**src/rtl/scaler_h_sched_if.sv**
```systemverilog
// Pixel source stream into the horizontal-scaler sequencer.
// The source side drives data/valid; the sequencer answers with ready.
interface scaler_h_sched_if #(
  parameter int PIXEL_WIDTH = 8
);
  logic [PIXEL_WIDTH-1:0] src_data;
  logic                   src_valid;
  logic                   src_ready;

  modport master (
    output src_data,
    output src_valid,
    input  src_ready
  );

  modport slave (
    input  src_data,
    input  src_valid,
    output src_ready
  );
endinterface

```
**src/rtl/scaler_h_sched.sv**
```systemverilog
// Frame/line sequencer feeding the horizontal scaler input stream.
// Pulls pixels from a valid/ready source with a programmable per-pixel gap,
// inserts inter-line blanking, produces hs/vs framing and owns the
// frame-synchronous scale step.
module scaler_h_sched #(
  parameter int PIXEL_WIDTH = 8,
  parameter int DIM_WIDTH   = 12,
  parameter int VS_LEAD     = 4
) (
  input  logic                   clk,
  input  logic                   rst,
  input  logic                   cfg_wr,
  input  logic [DIM_WIDTH-1:0]   cfg_w,
  input  logic [DIM_WIDTH-1:0]   cfg_h,
  input  logic [3:0]             cfg_gap,
  input  logic [7:0]             cfg_hblank,
  input  logic [15:0]            cfg_step,
  input  logic                   start,
  scaler_h_sched_if.slave        src,
  output logic [PIXEL_WIDTH-1:0] di_o,
  output logic                   de_o,
  output logic                   hs_o,
  output logic                   vs_o,
  output logic [15:0]            scale_step_h,
  output logic                   busy,
  output logic                   frame_done
);

  localparam int LW = (VS_LEAD > 1) ? $clog2(VS_LEAD) : 1;
  localparam logic [DIM_WIDTH-1:0] DIM_ONE = DIM_WIDTH'(1);

  typedef enum logic [2:0] {
    S_IDLE,
    S_VLEAD,
    S_HS,
    S_PIX,
    S_HBLANK,
    S_DONE
  } state_t;

  state_t state, state_nx;

  // Shadow (host-written) and active (frame-latched) configuration
  logic [DIM_WIDTH-1:0] sh_w, sh_h, act_w, act_h;
  logic [3:0]           sh_gap, act_gap;
  logic [7:0]           sh_hb, act_hb;
  logic [15:0]          sh_step;

  logic [DIM_WIDTH-1:0] pix_cnt, line_cnt;
  logic [3:0]           gap_cnt;
  logic [7:0]           blank_cnt;
  logic [LW-1:0]        lead_cnt;

  logic accept, fire, ready, last_line;

  assign last_line = ({1'b0, line_cnt} + {{DIM_WIDTH{1'b0}}, 1'b1}) >= {1'b0, act_h};

  // Next-state and handshake decode
  always_comb begin
    state_nx = state;
    accept   = 1'b0;
    fire     = 1'b0;
    ready    = 1'b0;
    unique case (state)
      S_IDLE: begin
        if (start && (sh_w != '0) && (sh_h != '0)) begin
          accept   = 1'b1;
          state_nx = S_VLEAD;
        end
      end
      S_VLEAD: begin
        if (lead_cnt == '0) state_nx = S_HS;
      end
      S_HS: state_nx = S_PIX;
      S_PIX: begin
        ready = (gap_cnt == '0) && (pix_cnt < act_w);
        fire  = ready && src.src_valid;
        if (fire && ((pix_cnt + DIM_ONE) == act_w)) state_nx = S_HBLANK;
      end
      S_HBLANK: begin
        if (blank_cnt == '0) state_nx = last_line ? S_DONE : S_HS;
      end
      S_DONE: state_nx = S_IDLE;
      default: state_nx = S_IDLE;
    endcase
  end

  assign src.src_ready = ready;
  assign hs_o          = (state == S_HS);
  assign frame_done    = (state == S_DONE);

  // State register
  always_ff @(posedge clk) begin
    if (rst) state <= S_IDLE;
    else     state <= state_nx;
  end

  // Configuration, counters and registered scaler-side outputs
  always_ff @(posedge clk) begin
    if (rst) begin
      sh_w         <= '0;
      sh_h         <= '0;
      sh_gap       <= '0;
      sh_hb        <= 8'd1;
      sh_step      <= '0;
      act_w        <= '0;
      act_h        <= '0;
      act_gap      <= '0;
      act_hb       <= 8'd1;
      scale_step_h <= '0;
      pix_cnt      <= '0;
      line_cnt     <= '0;
      gap_cnt      <= '0;
      blank_cnt    <= '0;
      lead_cnt     <= '0;
      di_o         <= '0;
      de_o         <= 1'b0;
      vs_o         <= 1'b1;
      busy         <= 1'b0;
    end else begin
      if (cfg_wr) begin
        sh_w    <= cfg_w;
        sh_h    <= cfg_h;
        sh_gap  <= cfg_gap;
        sh_hb   <= cfg_hblank;
        sh_step <= cfg_step;
      end

      if (accept) begin
        act_w        <= sh_w;
        act_h        <= sh_h;
        act_gap      <= sh_gap;
        act_hb       <= (sh_hb == '0) ? 8'd1 : sh_hb;
        scale_step_h <= sh_step;
        line_cnt     <= '0;
        lead_cnt     <= LW'(VS_LEAD - 1);
        busy         <= 1'b1;
        vs_o         <= 1'b0;
      end

      if ((state == S_VLEAD) && (lead_cnt != '0)) lead_cnt <= lead_cnt - LW'(1);

      if (state == S_HS) begin
        pix_cnt <= '0;
        gap_cnt <= '0;
      end

      de_o <= fire;
      if (fire) begin
        di_o    <= src.src_data;
        pix_cnt <= pix_cnt + DIM_ONE;
        gap_cnt <= act_gap;
      end else if ((state == S_PIX) && (gap_cnt != '0)) begin
        gap_cnt <= gap_cnt - 4'd1;
      end

      // Blank count runs one cycle longer than act_hb so that the last
      // pixel's delayed de_o is followed by act_hb genuinely empty cycles.
      if (fire && (state_nx == S_HBLANK)) blank_cnt <= act_hb;

      if (state == S_HBLANK) begin
        if (blank_cnt != '0)        blank_cnt <= blank_cnt - 8'd1;
        else if (state_nx == S_HS) line_cnt  <= line_cnt + DIM_ONE;
      end

      if ((state == S_HBLANK) && (state_nx == S_DONE)) vs_o <= 1'b1;
      if (state == S_DONE) busy <= 1'b0;
    end
  end

endmodule

```
**src/flat_wrapper.sv**
```systemverilog
// flat-port wrapper written by rule: the top's interface ports become plain ports
module scaler_h_sched_flat 
#(
  parameter int PIXEL_WIDTH = 8,
  parameter int DIM_WIDTH   = 12,
  parameter int VS_LEAD     = 4
)
  (clk, rst, cfg_wr, cfg_w, cfg_h, cfg_gap, cfg_hblank, cfg_step, start, di_o, de_o, hs_o, vs_o, scale_step_h, busy, frame_done, src_src_data, src_src_valid, src_src_ready);
  scaler_h_sched_if #(.PIXEL_WIDTH(PIXEL_WIDTH)) src_i ();
  input  logic clk;
  input  logic rst;
  input  logic cfg_wr;
  input  logic [DIM_WIDTH-1:0] cfg_w;
  input  logic [DIM_WIDTH-1:0] cfg_h;
  input  logic [3:0] cfg_gap;
  input  logic [7:0] cfg_hblank;
  input  logic [15:0] cfg_step;
  input  logic start;
  output logic [PIXEL_WIDTH-1:0] di_o;
  output logic de_o;
  output logic hs_o;
  output logic vs_o;
  output logic [15:0] scale_step_h;
  output logic busy;
  output logic frame_done;
  input wire logic [$bits(src_i.src_data)-1:0] src_src_data;
  input wire logic [$bits(src_i.src_valid)-1:0] src_src_valid;
  output wire logic [$bits(src_i.src_ready)-1:0] src_src_ready;
  assign src_i.src_data = src_src_data;
  assign src_i.src_valid = src_src_valid;
  assign src_src_ready = src_i.src_ready;
  scaler_h_sched #(.PIXEL_WIDTH(PIXEL_WIDTH), .DIM_WIDTH(DIM_WIDTH), .VS_LEAD(VS_LEAD)) u_core (.clk(clk), .rst(rst), .cfg_wr(cfg_wr), .cfg_w(cfg_w), .cfg_h(cfg_h), .cfg_gap(cfg_gap), .cfg_hblank(cfg_hblank), .cfg_step(cfg_step), .start(start), .src(src_i), .di_o(di_o), .de_o(de_o), .hs_o(hs_o), .vs_o(vs_o), .scale_step_h(scale_step_h), .busy(busy), .frame_done(frame_done));
endmodule
```
**config.mk**
```make
export PLATFORM = sky130hd
export DESIGN_NAME = scaler_h_sched_flat
export DESIGN_NICKNAME = d
export VERILOG_FILES = /design/src/rtl/scaler_h_sched_if.sv /design/src/rtl/scaler_h_sched.sv /design/src/flat_wrapper.sv
export SDC_FILE = /design/constraint.sdc
export NUM_CORES = 1
export LEC_CHECK = 0
export CAP_MARGIN = 20
export CELL_PAD_IN_SITES_DETAIL_PLACEMENT = 1
export CELL_PAD_IN_SITES_GLOBAL_PLACEMENT = 1
export CORE_ASPECT_RATIO = 0.9
export CORE_UTILIZATION = 30
export DETAILED_ROUTE_END_ITERATION = 16
export PLACE_DENSITY = 0.69
export SYNTH_ARGS = -nofsm -noshare
export SYNTH_HDL_FRONTEND = slang
export SYNTH_SLANG_ARGS = --single-unit
```
**constraint.sdc**
```tcl
create_clock -name clk -period 3.8 [get_ports clk]
set_clock_uncertainty 0.2 [all_clocks]
set_input_delay 0.76 -clock clk [delete_from_list [all_inputs] [get_ports clk]]
set_output_delay 0.76 -clock clk [all_outputs]
set_load 0.005 [all_outputs]
```
---- Yosys cells after proc, flatten, opt, wreduce, memory -nomap -nowiden ----
Index checks and enable logic that the tools add are counted.
operators by class
  $add $sub $neg .......................... 6
  $mul .................................... 0
  divide/modulo/power cells ............... 0
  $lt $le $gt $ge ......................... 2
  equality and inequality tests ........... 9
  shifts and indexed selects .............. 0
  muxes and demuxes ....................... 25
  bitwise gates (word level) .............. 0
  reduce and logical (&&, ||, !) cells .... 24
operator list
  kind                                                                 count
  12-bit 2-to-1 mux                                                    6
  8-bit 2-to-1 mux                                                     4
  12-bit by 1-bit adder with 12-bit output (second input constant)     2
  12-bit nonzero test                                                  2
  8-bit zero test                                                      2
  3-bit 2-to-1 mux                                                     5
  3-bit one-hot mux with 5 select lines                                1
  12-bit by 1-bit adder with 13-bit output (second input constant)     1
  13-bit by 12-bit >= comparator with 1-bit output                     1
  12-bit == test                                                       1
  3-bit == test (second input constant)                                4
  12-bit < comparator                                                  1
  4-bit 2-to-1 mux                                                     3
  3-bit by 2-bit == test with 1-bit output (second input constant)     3
  1-bit logical AND                                                    9
  8-bit nonzero test                                                   1
  8-bit by 1-bit subtractor with 8-bit output (second input constant)  1
  2-bit nonzero test                                                   3
  4-bit zero test                                                      1
  1-bit 2-to-1 mux                                                     4
  2-bit 2-to-1 mux                                                     2
  4-bit nonzero test                                                   1
  2-bit OR reduction                                                   2
  4-bit by 1-bit subtractor with 4-bit output (second input constant)  1
  5 further kinds                                                      5
storage, ports and cells
  flip-flop bits (word level) ............. 156
  latch bits .............................. 0
  memory bits (writable) .................. 0
  bits in read-only memories .............. 0
  input bits .............................. 65
  output and inout bits ................... 30
  word-level logic and storage cells ...... 86
  memories kept ........................... 0

---- Longest topological paths before layout ----
  word-level depth ........................ 11
  gate-level depth with buffers ........... 13
  gate-level depth less buffers ........... 12

---- Worst setup path after synthesis ----
No wires, ideal clock.
  kind .................................... flip-flop to flip-flop
  from .................................... reg u_core.line_cnt[0]
  to ...................................... reg u_core.line_cnt[10]
  library setup time ...................... 132 ps
  arrival time ............................ 2656 ps
  required time ........................... 3468 ps
  path slack .............................. 812 ps
  stages on the path, launching flop included .. 13
  path buffers ............................ 1
  clock period less this slack ............ 2988 ps
  path through ............................ dfxtp_1 ha_1 and4_1 nand3_1 xnor2_1 ha_1 a21o_1 a21oi_1 o211ai_2 o41a_1 buf_2 o211ai_1 a21oi_1
on the way
  cells in the longest elaborated chain, start to end .. 9
  elaborated cells on any way between the ends .. 10
  classes of those cells .................. add/sub (2); order compare (1); eq/ne (1); mux (6)
RTL lines
  element                                           line                   source
  start, declared                                   scaler_h_sched.sv:49   logic [DIM_WIDTH-1:0] pix_cnt, line_cnt;
  start signal, assigned                            scaler_h_sched.sv:163  else if (state_nx == S_HS) line_cnt <= line_cnt + DIM_ONE;
  12-bit by 1-bit adder with 13-bit output          scaler_h_sched.sv:56   assign last_line = ({1'b0, line_cnt} + {{DIM_WIDTH{1'b0}}, 1'b1}) >= {1'b0, act_h};
  13-bit by 12-bit >= comparator with 1-bit output  scaler_h_sched.sv:56
  3-bit 2-to-1 mux (2 in a row)                     scaler_h_sched.sv:81   if (blank_cnt == '0) state_nx = last_line ? S_DONE : S_HS;
  3-bit one-hot mux with 5 select lines             scaler_h_sched.sv:64   unique case (state)
  3-bit by 2-bit == test with 1-bit output          scaler_h_sched.sv:163
  12-bit 2-to-1 mux (*)                             scaler_h_sched.sv:163
  12-bit 2-to-1 mux (*)                             scaler_h_sched.sv:162  if (blank_cnt != '0) blank_cnt <= blank_cnt - 8'd1;
  12-bit 2-to-1 mux (*)                             scaler_h_sched.sv:161  if (state == S_HBLANK) begin
Every way passes the cells marked *; elsewhere a longest branch is shown, timed or not.
A chain may end at the register's enable or synchronous reset.

---- Final worst setup path ----
  from .................................... reg u_core.pix_cnt[0]
  to ...................................... out src_src_ready
on the way
  cells in the longest elaborated chain, start to end .. 3
RTL lines
  element                 line                   source
  start, declared         scaler_h_sched.sv:49
  start signal, assigned  scaler_h_sched.sv:151  pix_cnt <= pix_cnt + DIM_ONE;
  12-bit < comparator     scaler_h_sched.sv:76   ready = (gap_cnt == '0) && (pix_cnt < act_w);
  1-bit logical AND       scaler_h_sched.sv:76
  1-bit 2-to-1 mux        scaler_h_sched.sv:64
  end, declared           flat_wrapper.sv:28     output wire logic [$bits(src_i.src_ready)-1:0] src_src_ready;
No other way between the ends.

==> flow_summary.html <==
<table>
<tr><th>Metric</th><th>Value</th></tr>
<tr><th colspan="2">Die</th></tr>
<tr><td>Area of the die</td><td>between 20000 and 25000 µm²</td></tr>
<tr><td>Boundary Pins</td><td>95</td></tr>
<tr><td>Die Y-Extent</td><td>149 µm</td></tr>
<tr><td>Site row count</td><td>53</td></tr>
<tr><td>Horizontal die dimension</td><td>166 µm</td></tr>
<tr><td>Placeable core area</td><td>23500 µm²</td></tr>
<tr><td>Effective utilization at floorplan</td><td>30.8%</td></tr>
<tr><th colspan="2">Layout</th></tr>
<tr><td>Most used cells in the layout excluding fill and tap cells</td><td>sky130_fd_sc_hd__dfxtp_1, sky130_fd_sc_hd__nand2_1, sky130_fd_sc_hd__a21oi_1</td></tr>
<tr><td>Fraction of final layout cells sized beyond drive strength 1</td><td>6.07%</td></tr>
<tr><td>Nets</td><td>1037</td></tr>
<tr><td>Number of antenna repair diodes</td><td>0</td></tr>
<tr><td>Synthesis-to-finish area growth</td><td>25.3%</td></tr>
<tr><td>Fill cell total of the finished layout</td><td>2766</td></tr>
<tr><td>Fin area</td><td>~9100 µm²</td></tr>
<tr><td>Most common cell after layout, fill and taps aside</td><td>sky130_fd_sc_hd__dfxtp_1</td></tr>
<tr><th colspan="2">Logic synthesis</th></tr>
<tr><td>Synth Net Count</td><td>961</td></tr>
<tr><td>Synthesized flop and latch total</td><td>156</td></tr>
<tr><td>Largest family of logic cells by synthesized area</td><td>simple AND/OR/NAND/NOR gates</td></tr>
<tr><td>Synthesized-area fraction occupied by ao, oa, aoi and oai cells</td><td>13.8%</td></tr>
<tr><td>Avg Cell Area, Syn</td><td>8.35 µm²</td></tr>
<tr><td>Sequential area share after synthesis</td><td>43.1%</td></tr>
<tr><td>Distinct cells, synth</td><td>57</td></tr>
<tr><td>Synth top area share</td><td>43.1%</td></tr>
<tr><td>Cell taking the most area after synthesis</td><td>sky130_fd_sc_hd__dfxtp_1</td></tr>
<tr><td>Fraction of the mapped netlist area in adder cells</td><td>5.01%</td></tr>
<tr><td>Count of mapped cells out of synthesis</td><td>a little under 900</td></tr>
<tr><td>Count of yosys warnings during synthesis</td><td>0</td></tr>
<tr><td>Primary FF master, synth</td><td>sky130_fd_sc_hd__dfxtp_1</td></tr>
<tr><td>Main area contributors after synthesis</td><td>sky130_fd_sc_hd__dfxtp_1, sky130_fd_sc_hd__mux2i_1, sky130_fd_sc_hd__nand2_1, sky130_fd_sc_hd__a21oi_1, sky130_fd_sc_hd__ha_1</td></tr>
<tr><td>Share of cell area taken by muxes after synthesis</td><td>7.74%</td></tr>
<tr><td>Post-synthesis instance area</td><td>between 7000 and 8000 µm²</td></tr>
<tr><td>Synth async-reset ratio</td><td>0%</td></tr>
<tr><td>Area share of and/or/nand/nor cells after synthesis</td><td>22.7%</td></tr>
<tr><td>Number of flops mapped to enable cells by yosys</td><td>0</td></tr>
<tr><td>Xor/xnor cell area share of the yosys netlist</td><td>2.90%</td></tr>
<tr><th colspan="2">Critical path</th></tr>
<tr><td>Worst-case reg-to-reg path depth</td><td>11</td></tr>
<tr><td>Worst Path Class, Setup</td><td>reg2out</td></tr>
<tr><td>Crit-path slowest cell</td><td>sky130_fd_sc_hd__dfxtp_1</td></tr>
<tr><td>Maximum fanout along the worst path</td><td>7</td></tr>
<tr><td>Critical Path Sink Type</td><td>primary output</td></tr>
<tr><td>Longest individual stage delay on the worst path</td><td>0.47 ns</td></tr>
<tr><td>Crit start category</td><td>register</td></tr>
<tr><td>R2R setup slack</td><td>0.34 ns</td></tr>
<tr><td>Required time of the critical path</td><td>2.84 ns</td></tr>
<tr><td>Chain of cells forming the critical path</td><td>inv_1 -&gt; ha_1 -&gt; nor2b_1 -&gt; o211ai_1 -&gt; a2111o_1 -&gt; and3_1 -&gt; and2_1 -&gt; clkdlybuf4s50_1</td></tr>
<tr><td>Crit path DAT</td><td>2.64 ns</td></tr>
<tr><td>Crit Reg-Reg Endpoint</td><td>u_core.line_cnt[0]</td></tr>
<tr><td>Source of the worst register-to-register timing path</td><td>u_core.line_cnt[0]</td></tr>
<tr><th colspan="2">Min path</th></tr>
<tr><td>HP Start</td><td>u_core.di_o[0]</td></tr>
<tr><td>Min-delay worst type</td><td>reg2reg</td></tr>
<tr><td>WHS Path Cells</td><td>2</td></tr>
<tr><td>Capture endpoint of the worst hold path</td><td>u_core.di_o[0]</td></tr>
<tr><th colspan="2">Timing</th></tr>
<tr><td>Final sum of negative setup slack</td><td>0 ns</td></tr>
<tr><td>Final Hold Violating Endpoints</td><td>0</td></tr>
<tr><td>Finish-stage setup viols</td><td>0</td></tr>
<tr><td>Worst slew margin</td><td>38.2%</td></tr>
<tr><td>Fmax</td><td>278 MHz</td></tr>
<tr><td>Tmin final</td><td>~3.6 ns</td></tr>
<tr><td>Ratio of final minimum period to clock period</td><td>94.8%</td></tr>
<tr><td>Final slew viol count</td><td>0</td></tr>
<tr><td>Setup repair after global routing missed its margin</td><td>no</td></tr>
<tr><td>Slew @ Worst Pin</td><td>0.927 ns</td></tr>
<tr><th colspan="2">Global routing</th></tr>
<tr><td>Initial antenna violation count</td><td>0</td></tr>
<tr><td>Total gr overflow</td><td>0</td></tr>
<tr><td>Vias in the first global route</td><td>roughly 6500</td></tr>
<tr><td>Global Route Usage Sum</td><td>16.5%</td></tr>
<tr><td>Maximum number of pins on one net before global-route repair</td><td>63</td></tr>
<tr><td>Global-route wire length before repair</td><td>32.7 mm</td></tr>
<tr><th colspan="2">Placed design</th></tr>
<tr><td>HPWL Detailed</td><td>13.7 mm</td></tr>
<tr><td>I/O Buffers</td><td>94</td></tr>
<tr><td>Cell area after placement</td><td>8500 µm²</td></tr>
<tr><td>Routability congestion estimate</td><td>between 0.8 and 0.9</td></tr>
<tr><th colspan="2">Detailed routing</th></tr>
<tr><td>Total detailed-routing wirelength</td><td>19.6 mm</td></tr>
<tr><td>Average detailed-routed wire length per instance</td><td>about 16 µm</td></tr>
<tr><td>Number of violations reported at the end of detailed-routing iteration 0</td><td>246</td></tr>
<tr><td>DRC viols</td><td>3</td></tr>
<tr><td>Vias after detailed routing</td><td>6317</td></tr>
<tr><td>Detailed-router iteration count before antenna repair</td><td>12</td></tr>
<tr><td>Vias per cell</td><td>5.02</td></tr>
<tr><td>Post-route antenna net violation count</td><td>0</td></tr>
<tr><th colspan="2">CTS</th></tr>
<tr><td>CTS tree</td><td>built</td></tr>
<tr><td>H-Tree Depth</td><td>4</td></tr>
<tr><td>Clock latency on the worst-skew pair</td><td>0.42 ns</td></tr>
<tr><td>Root buffer cell</td><td>sky130_fd_sc_hd__clkbuf_16</td></tr>
<tr><td>Clock sink total</td><td>~160</td></tr>
<tr><td>CTS Buffer Depth</td><td>2</td></tr>
<tr><td>Clock slew at reported path FFs</td><td>roughly 0.06 ns</td></tr>
<tr><td># hold bufs at CTS</td><td>0</td></tr>
<tr><td>Number of gates resized after CTS</td><td>0</td></tr>
<tr><td>TritonCTS Buffers</td><td>17</td></tr>
<tr><td>Post-CTS Setup Repair Bufs</td><td>0</td></tr>
<tr><th colspan="2">Power and ir drop</th></tr>
<tr><td>Power per cell area</td><td>442 nW/µm²</td></tr>
<tr><td>Switch Pwr</td><td>0.00111 W</td></tr>
<tr><td>Maximum resistive drop on vdd</td><td>0.211 mV</td></tr>
<tr><td>Share of power burned in the clock network</td><td>41.4%</td></tr>
<tr><td>Internal power of the cells</td><td>0.00290 W</td></tr>
<tr><td>Static leakage</td><td>approximately 3.4 nW</td></tr>
<tr><td>Switching power as a share of total power</td><td>27.6%</td></tr>
<tr><td>Combinational group share of total power</td><td>14.4%</td></tr>
<tr><td>Sequential power share</td><td>44.2%</td></tr>
<tr><th colspan="2">Outcome</th></tr>
<tr><td>Violated checks</td><td>design-rule violations</td></tr>
<tr><td>Run status</td><td>complete, but fails checks</td></tr>
<tr><th colspan="2">Run</th></tr>
<tr><td>Max-cap violation count</td><td>0</td></tr>
</table>
-- stage by stage --
stage / utilization (%) / worst slack (ns) / hold slack (ns) / std cells / total power (W)
2_1_floorplan: - / 0.812 / 0.231 / 867 / 0.00214
3_3_place_gp: 36.1 / 0.409 / 0.238 / 1226 / 0.00238
3_5_place_dp: 36.1 / 0.381 / 0.247 / 1226 / 0.00239
4_1_cts: 38.5 / 0.153 / 0.256 / 1258 / 0.00407
5_1_grt: 38.5 / 0.0469 / 0.272 / 1258 / 0.00422
6_report: 38.5 / 0.198 / 0.252 / 1258 / 0.00401
-- power groups by stage --
stage | Clock (W) | Combinational (W) | Sequential, W
final | 0.00166 | 0.000577 | 0.00177
after floorplan | 0 | 0.000345 | 0.00179
after global routing | 0.00179 | 0.000643 | 0.00178
after detailed placement | 0 | 0.000583 | 0.00181
after CTS | 0.00172 | 0.000587 | 0.00177
after global placement | 0 | 0.000575 | 0.00181
-- final cells by class --
class	instances	area (µm²)	share of cell area, %
flip-flops and latches	156	3120	34.4
clock inverters	11	110	1.21
multi-input cells	623	3780	41.7
inverters	37	139	1.53
well taps	302	378	4.16
repair buffers	108	1080	11.9
clock buffers	21	460	5.07
-- critical path, delay by kind of cell (launching register included) --
| kind | cells | cell delay, ns |
|---|---|---|
| adder cells (fa/ha/maj) | 1 | 0.20 |
| flip-flops | 1 | 0.47 |
| buffers and inverters | 2 | 0.53 |
| AND/OR/NAND/NOR | 3 | 0.48 |
| AO/OA/AOI/OAI | 2 | 0.54 |
-- metal layers --
layer	track usage [%]	share of wire, %	routed length, µm
met1	20.1	47	9280
met2	29.3	49	9690
met3	3.24	2.3	444
met4	5.05	1.1	208
met5	0	0	0
-- sequential cells by signal (all words and copies together), names as in the netlist, 2 cells and up --
register             flops
u_core.line_cnt         12
u_core.sh_h             12
u_core.gap_cnt           4
u_core.sh_hb             8
u_core.state             3
u_core.lead_cnt          2
u_core.sh_w             12
u_core.blank_cnt         8
u_core.act_hb            8
u_core.act_h            12
u_core.sh_step          16
u_core.pix_cnt          12
u_core.act_gap           4
u_core.sh_gap            4
u_core.scale_step_h     16
u_core.act_w            12
u_core.di_o              8
-- cells in the mapped netlist, types with 15 or more instances --
library cell	instances
sky130_fd_sc_hd__nor2_1	84
sky130_fd_sc_hd__ha_1	29
sky130_fd_sc_hd__nand3_1	35
sky130_fd_sc_hd__clkbuf_1	39
sky130_fd_sc_hd__inv_1	37
sky130_fd_sc_hd__a21oi_1	101
sky130_fd_sc_hd__nand2_1	136
sky130_fd_sc_hd__dfxtp_1	156
sky130_fd_sc_hd__mux2i_1	56
sky130_fd_sc_hd__xnor2_1	15
sky130_fd_sc_hd__o21ai_0	16
sky130_fd_sc_hd__nor3_1	15
-- worst max path at each step --
stage | startpoint | end
after floorplan | u_core.line_cnt[0] | u_core.line_cnt[10]
after global placement | u_core.line_cnt[0] | u_core.line_cnt[0]
after detailed placement | u_core.line_cnt[0] | u_core.line_cnt[0]
after CTS | u_core.pix_cnt[9] | src_src_ready
after global routing | u_core.pix_cnt[0] | src_src_ready
final | u_core.pix_cnt[0] | src_src_ready
-- cells by family (layout without fill, tap and decap cells) --
group,count (synthesis),after routing
xor+xnor,24,24
mux,56,56
fa+ha+maj,29,29
simple gates,347,347
buf+inv,88,177
flops,156,156
compound gates,167,167
Note: power is estimated with default switching activity, not from simulation.
